### src/rtl/fbuff_port_arbiter_pkg.sv
// Shared constants for the full_buffer port-A arbiter: default widths, mode
// encodings, FSM state encodings and round-robin requester indices.
package fbuff_port_arbiter_pkg;

  localparam int unsigned AW_DEF = 19;
  localparam int unsigned DW_DEF = 12;

  localparam logic MODE_PASS = 1'b0;
  localparam logic MODE_PROC = 1'b1;

  localparam logic [1:0] ST_PASS  = 2'd0;
  localparam logic [1:0] ST_PROC  = 2'd1;
  localparam logic [1:0] ST_DRAIN = 2'd2;

  localparam int unsigned ARB_ALU = 0;
  localparam int unsigned ARB_RD  = 1;

endpackage

### src/rtl/fbuff_rr_arb.sv
// Two-input round-robin arbiter; the requester granted last loses the next tie.
module fbuff_rr_arb
  import fbuff_port_arbiter_pkg::*;
(
  input  logic       clk,
  input  logic       rst,
  input  logic [1:0] i_req,
  output logic [1:0] o_gnt
);

  logic       r_prio;
  logic [1:0] w_gnt;

  always_comb begin
    w_gnt = i_req;
    if (i_req == 2'b11) begin
      w_gnt = r_prio ? 2'b10 : 2'b01;
    end
  end

  // Pointer moves only when somebody is actually granted.
  always_ff @(posedge clk) begin
    if (rst) begin
      r_prio <= 1'(ARB_ALU);
    end else if (|w_gnt) begin
      r_prio <= w_gnt[ARB_ALU];
    end
  end

  assign o_gnt = w_gnt;

endmodule

### src/rtl/fbuff_port_arbiter.sv
// Port-A owner for full_buffer: camera writes, ALU writes and readback share one
// registered BRAM port; pass/process mode changes commit only at frame boundaries.
module fbuff_port_arbiter
  import fbuff_port_arbiter_pkg::*;
#(
  parameter int unsigned AW     = AW_DEF,
  parameter int unsigned DW     = DW_DEF,
  parameter int unsigned RD_LAT = 2,
  parameter int unsigned CW     = 16
) (
  input  logic          sys_clk,
  input  logic          rst,
  input  logic          pass_thru,
  input  logic          frame_start,
  input  logic          cam_wen,
  input  logic [AW-1:0] cam_waddr,
  input  logic [DW-1:0] cam_wdata,
  input  logic          alu_valid,
  output logic          alu_ready,
  input  logic [AW-1:0] alu_waddr,
  input  logic [DW-1:0] alu_wdata,
  input  logic          rd_valid,
  output logic          rd_ready,
  input  logic [AW-1:0] rd_addr,
  output logic [DW-1:0] rd_rdata,
  output logic          rd_rvalid,
  output logic          mem_wea,
  output logic [AW-1:0] mem_addra,
  output logic [DW-1:0] mem_dina,
  input  logic [DW-1:0] mem_douta,
  output logic          mode_proc,
  output logic [CW-1:0] drop_cnt
);

  logic [1:0]    r_state;
  logic          r_target;
  logic          r_mode_proc;
  logic [RD_LAT:0] r_rd_pipe;
  logic          r_mem_wea;
  logic [AW-1:0] r_mem_addra;
  logic [DW-1:0] r_mem_dina;
  logic [CW-1:0] r_drop_cnt;

  logic          w_cam_is_proc;
  logic          w_cam_wr;
  logic          w_cam_drop;
  logic          w_alu_drop;
  logic [1:0]    w_req;
  logic [1:0]    w_gnt;
  logic          w_req_mode;
  logic          w_drain_tgt;
  logic          w_pipe_busy;

  function automatic logic [CW-1:0] sat_add(input logic [CW-1:0] a, input logic [1:0] b);
    logic [CW:0] s;
    s = {1'b0, a} + {{(CW-1){1'b0}}, b};
    return s[CW] ? '1 : s[CW-1:0];
  endfunction

  // During DRAIN the camera already follows the pending target mode.
  always_comb begin
    w_cam_is_proc = r_target;
    if (r_state == ST_PASS) w_cam_is_proc = MODE_PASS;
    if (r_state == ST_PROC) w_cam_is_proc = MODE_PROC;
  end

  assign w_cam_wr   = cam_wen & (w_cam_is_proc == MODE_PASS);
  assign w_cam_drop = cam_wen & (w_cam_is_proc == MODE_PROC);
  assign w_alu_drop = alu_valid & (r_state == ST_PASS);

  assign w_req[ARB_ALU] = alu_valid & (r_state == ST_PROC);
  assign w_req[ARB_RD]  = rd_valid & (r_state != ST_DRAIN) & ~w_cam_wr;

  fbuff_rr_arb u_rr_arb (
    .clk   (sys_clk),
    .rst   (rst),
    .i_req (w_req),
    .o_gnt (w_gnt)
  );

  assign alu_ready = w_gnt[ARB_ALU] | w_alu_drop;
  assign rd_ready  = w_gnt[ARB_RD];

  assign w_req_mode  = pass_thru ? MODE_PASS : MODE_PROC;
  assign w_drain_tgt = frame_start ? w_req_mode : r_target;
  // The last stage is being presented this cycle, so only earlier stages block commit.
  assign w_pipe_busy = |r_rd_pipe[RD_LAT-1:0];

  always_ff @(posedge sys_clk) begin
    if (rst) begin
      r_state     <= ST_PASS;
      r_target    <= MODE_PASS;
      r_mode_proc <= MODE_PASS;
    end else begin
      case (r_state)
        ST_DRAIN: begin
          r_target <= w_drain_tgt;
          if (!w_pipe_busy) begin
            r_mode_proc <= w_drain_tgt;
            r_state     <= (w_drain_tgt == MODE_PROC) ? ST_PROC : ST_PASS;
          end
        end
        default: begin
          if (frame_start && (w_req_mode != r_mode_proc)) begin
            r_target <= w_req_mode;
            r_state  <= ST_DRAIN;
          end
        end
      endcase
    end
  end

  // Registered port stage: the accepted op appears on mem_* one cycle later.
  always_ff @(posedge sys_clk) begin
    if (rst) begin
      r_mem_wea   <= 1'b0;
      r_mem_addra <= '0;
      r_mem_dina  <= '0;
      r_rd_pipe   <= '0;
      r_drop_cnt  <= '0;
    end else begin
      r_mem_wea  <= 1'b0;
      r_rd_pipe  <= {r_rd_pipe[RD_LAT-1:0], w_gnt[ARB_RD]};
      r_drop_cnt <= sat_add(r_drop_cnt, {1'b0, w_cam_drop} + {1'b0, w_alu_drop});
      if (w_cam_wr) begin
        r_mem_wea   <= 1'b1;
        r_mem_addra <= cam_waddr;
        r_mem_dina  <= cam_wdata;
      end else if (w_gnt[ARB_ALU]) begin
        r_mem_wea   <= 1'b1;
        r_mem_addra <= alu_waddr;
        r_mem_dina  <= alu_wdata;
      end else if (w_gnt[ARB_RD]) begin
        r_mem_addra <= rd_addr;
      end
    end
  end

  assign rd_rvalid = r_rd_pipe[RD_LAT];
  assign rd_rdata  = rd_rvalid ? mem_douta : '0;
  assign mem_wea   = r_mem_wea;
  assign mem_addra = r_mem_addra;
  assign mem_dina  = r_mem_dina;
  assign mode_proc = r_mode_proc;
  assign drop_cnt  = r_drop_cnt;

endmodule

### config.mk
export PLATFORM = sky130hd
export DESIGN_NAME = fbuff_port_arbiter
export DESIGN_NICKNAME = d
export VERILOG_FILES = /design/src/rtl/fbuff_port_arbiter_pkg.sv /design/src/rtl/fbuff_rr_arb.sv /design/src/rtl/fbuff_port_arbiter.sv
export SDC_FILE = /design/constraint.sdc
export NUM_CORES = 1
export LEC_CHECK = 0
export CORE_UTILIZATION = 38
export DETAILED_ROUTE_END_ITERATION = 8
export PLACE_DENSITY = 0.81
export RECOVER_POWER = 50
export SYNTH_ARGS = -nofsm -noshare
export SYNTH_HDL_FRONTEND = slang
export SYNTH_HIERARCHICAL = 1
export SYNTH_SLANG_ARGS = --single-unit
### constraint.sdc
create_clock -name sys_clk -period 3.71 [get_ports sys_clk]
set_input_delay 0.742 -clock sys_clk [delete_from_list [all_inputs] [get_ports sys_clk]]
set_output_delay 0.742 -clock sys_clk [all_outputs]
set_load 0.1 [all_outputs]
==> flow_summary.yaml <==
outcome:
  status: "finished clean"
clocking:
  clk_path_buf_depth: 2
  h-tree-depth: 2
  cts_hold_buf: 0
  path_clk_slew_ps: 100
  tritoncts: "done"
  postCtsSetupBuffers: 0
  post_cts_resized: 0
  cts_root_buf: "clkbuf_8"
  clkLatencyLatePin_ps: 300
  cts_sinks: 56
  cts_buffers: 5
place:
  place_area_mm2: 0.004442
  place_congestion: 0.8409
  dp.final_hpwl_um: 6197
  placed_cells: 524
  numPortBuffers: 163
synthesis:
  synthArstFlopShare_pct: 0
  synth_edf_count: 0
  syn_inst: 279
  avgSynthCellArea_um2: 9.848
  yosysTopAreaCell: "dfxtp_1"
  synth_area_leaders: "dfxtp_1, mux2i_1, mux2_2"
  ys_seq_elements: 56
  syn-cell-area_mm2: 0.002748
  yosysWarnings: 6
  synth_top_area_share_pct: 40.80
  ys.flop_type: "dfxtp_1"
  yosysSeqAreaShare_pct: 40.80
  syn-num-nets: 381
  ys_types: 45
power_and_ir_drop:
  p_total_w: 0.001696
  p_leak_nw: 1.685
  ir_worst_vdd_v: 0.0003174
  power.density_mw_per_mm2: 379.4
setup_path:
  cp_top_family: "buffers and inverters"
  critPathArrivalTime_ps: 3530
  path_class: "in -> reg"
  max_stage_delay_ps: 770
  required_ps: 3940
  end_kind: "flip-flop"
  cp_max_fo: 32
  slowest_stage: "nor3b_4"
  worstSetupStartpointType: "primary input"
  crit_chain: "dlygate4sd3_1, nor3b_1, a21boi_0, clkbuf_2, a21oi_2, nor3b_4, o2bb2ai_1"
  crit_buf_inv: 2
flow_run:
  maxCapViolCount: 0
grt:
  grt_max_degree: 44
  grtUsageTotal_pct: 20.88
  overflow: 0
  grt_antenna_before_repair: 0
  grt_pass1_wl_um: 12360
  grt_pass1_vias: 2505
finish:
  diodes: 0
  design_area_mm2: 0.004469
  final_layout_size_suffix_gt1_share_pct: 8.716
  fillers: 604
  final_cells: 532
  layout.nets: 537
  syn_to_final_growth_pct: 62.66
sta:
  fmax_ghz: 0.3037
  rsz0062_at_grt: "false"
  worst_pin_slew_ps: 1191
  hold_viol_final: 0
  setup_viol: 0
  hold_ws_ps: 464.5
  min_period_over_period_pct: 88.74
  finalMaxSlewViolations: 0
  min_period_ps: 3292
  fin_setup_tns_ps: 0
  finClkSkew_ps: 6.504
  slew_headroom_pct: 20.91
route:
  wl_per_cell_um: 15.31
  via_per_inst: 5.024
  drc: 0
  drt-pass1-iter-count: 4
  via_count: 2673
  ant_nets: 0
  routed_wl_um: 8145
  drt_iter0_drc: 94
floorplan:
  fp.dieH_um: 87.04
  core_mm2: 0.006907
  initial_core_util_pct: 39.78
  ios: 164
  fp.dieW_um: 87.04
  fp.dieArea_mm2: 0.007575
  rows: 30
hold_path:
  hold_path_class: "reg -> reg"
[cells in the final DEF (no fill, tap or decap), types with 8 or more instances in the layout]
cell,synthesis,layout
mux2i_1,32,32
nor2_1,20,20
a21oi_1,19,19
inv_1,8,8
xnor2_1,8,8
o2bb2ai_1,19,19
a211oi_1,15,15
dlygate4sd3_1,0,37
dfxtp_1,56,56
mux2_2,19,19
nand2_1,8,8
clkbuf_1,7,15
clkdlybuf4s50_1,0,112
and2_1,12,12
[cell type report]
type | count | area [µm²] | area share [%]
Clock buffer | 8 | 90.09 | 2.016
Inverter | 8 | 30.03 | 0.6719
Multi-Input combinational cell | 198 | 1515 | 33.90
Sequential cell | 56 | 1121 | 25.08
Tap cell | 96 | 120.1 | 2.688
Timing Repair Buffer | 166 | 1593 | 35.64
[synthesized netlist by cell type (6+ instances only)]
master and instances:
buf_2 8, nand2_1 8, o2bb2ai_1 19, and2_1 12, dfxtp_1 56, nor3_1 6, inv_1 8, a21oi_1 19
a211oi_1 15, nor2_1 20, mux2i_1 32, clkbuf_1 7, xnor2_1 8, mux2_2 19
[final timing paths]
path	from	endpoint	slack (ps)	cells past startpoint
worst max-delay path	alu_valid	mem_addra[3]$_SDFFE_PP0P_	420	7
worst min-delay path	mem_addra[14]$_SDFFE_PP0P_	mem_addra[14]$_SDFFE_PP0P_	460	1
worst max register to register	r_state[1]$_SDFFE_PP0P_	mem_addra[3]$_SDFFE_PP0P_	720	8
worst min register to register	mem_addra[14]$_SDFFE_PP0P_	mem_addra[14]$_SDFFE_PP0P_	460	1
[through the flow]
stage,utilization [%],setup slack [ps]
final,64.71,417.8
after global routing,64.71,163.3
after CTS,65.62,643.3
after detailed placement,64.31,331.5
after global placement,64.31,489.1
after floorplan,-,381.8
[metal layers]
metal,global-route usage [%],vias to the layer above,part of all wire [%]
met1,25.56,1255,42
met2,37.01,83,51
li1,-,1329,-
met5,0,-,0
met4,5.758,0,1.1
met3,4.265,6,6.4
[flip-flops by register name, summed over array words and instances, names as in the netlist]
register	count
mem_addra	19
drop_cnt	16
mem_dina	12
r_rd_pipe	3
r_state	2
mem_wea	1
mode_proc	1
r_target	1
u_rr_arb/r_prio	1
[cells by family after synthesis]
logic type               after synthesis  synth area share, %
AO/OA/AOI/OAI                         64                16.94
XOR/XNOR                              10                3.188
adder cells (fa/ha/maj)                2                1.184
buffers and inverters                 25                4.190
flip-flops                            56                40.80
multiplexers                          51                19.44
AND/OR/NAND/NOR                       71                14.25
[report_power, final]
group | total (W) | switching [W] | internal (W) | leakage [nW]
combinational | 0.000678 | 0.000454 | 0.000224 | 1.18
sequential | 0.000676 | 0.0000289 | 0.000647 | 0.460
clock | 0.000342 | 0.000189 | 0.000153 | 0.0455
total | 0.00170 | 0.000671 | 0.00102 | 1.68
Power figures use the tool's default switching activity.
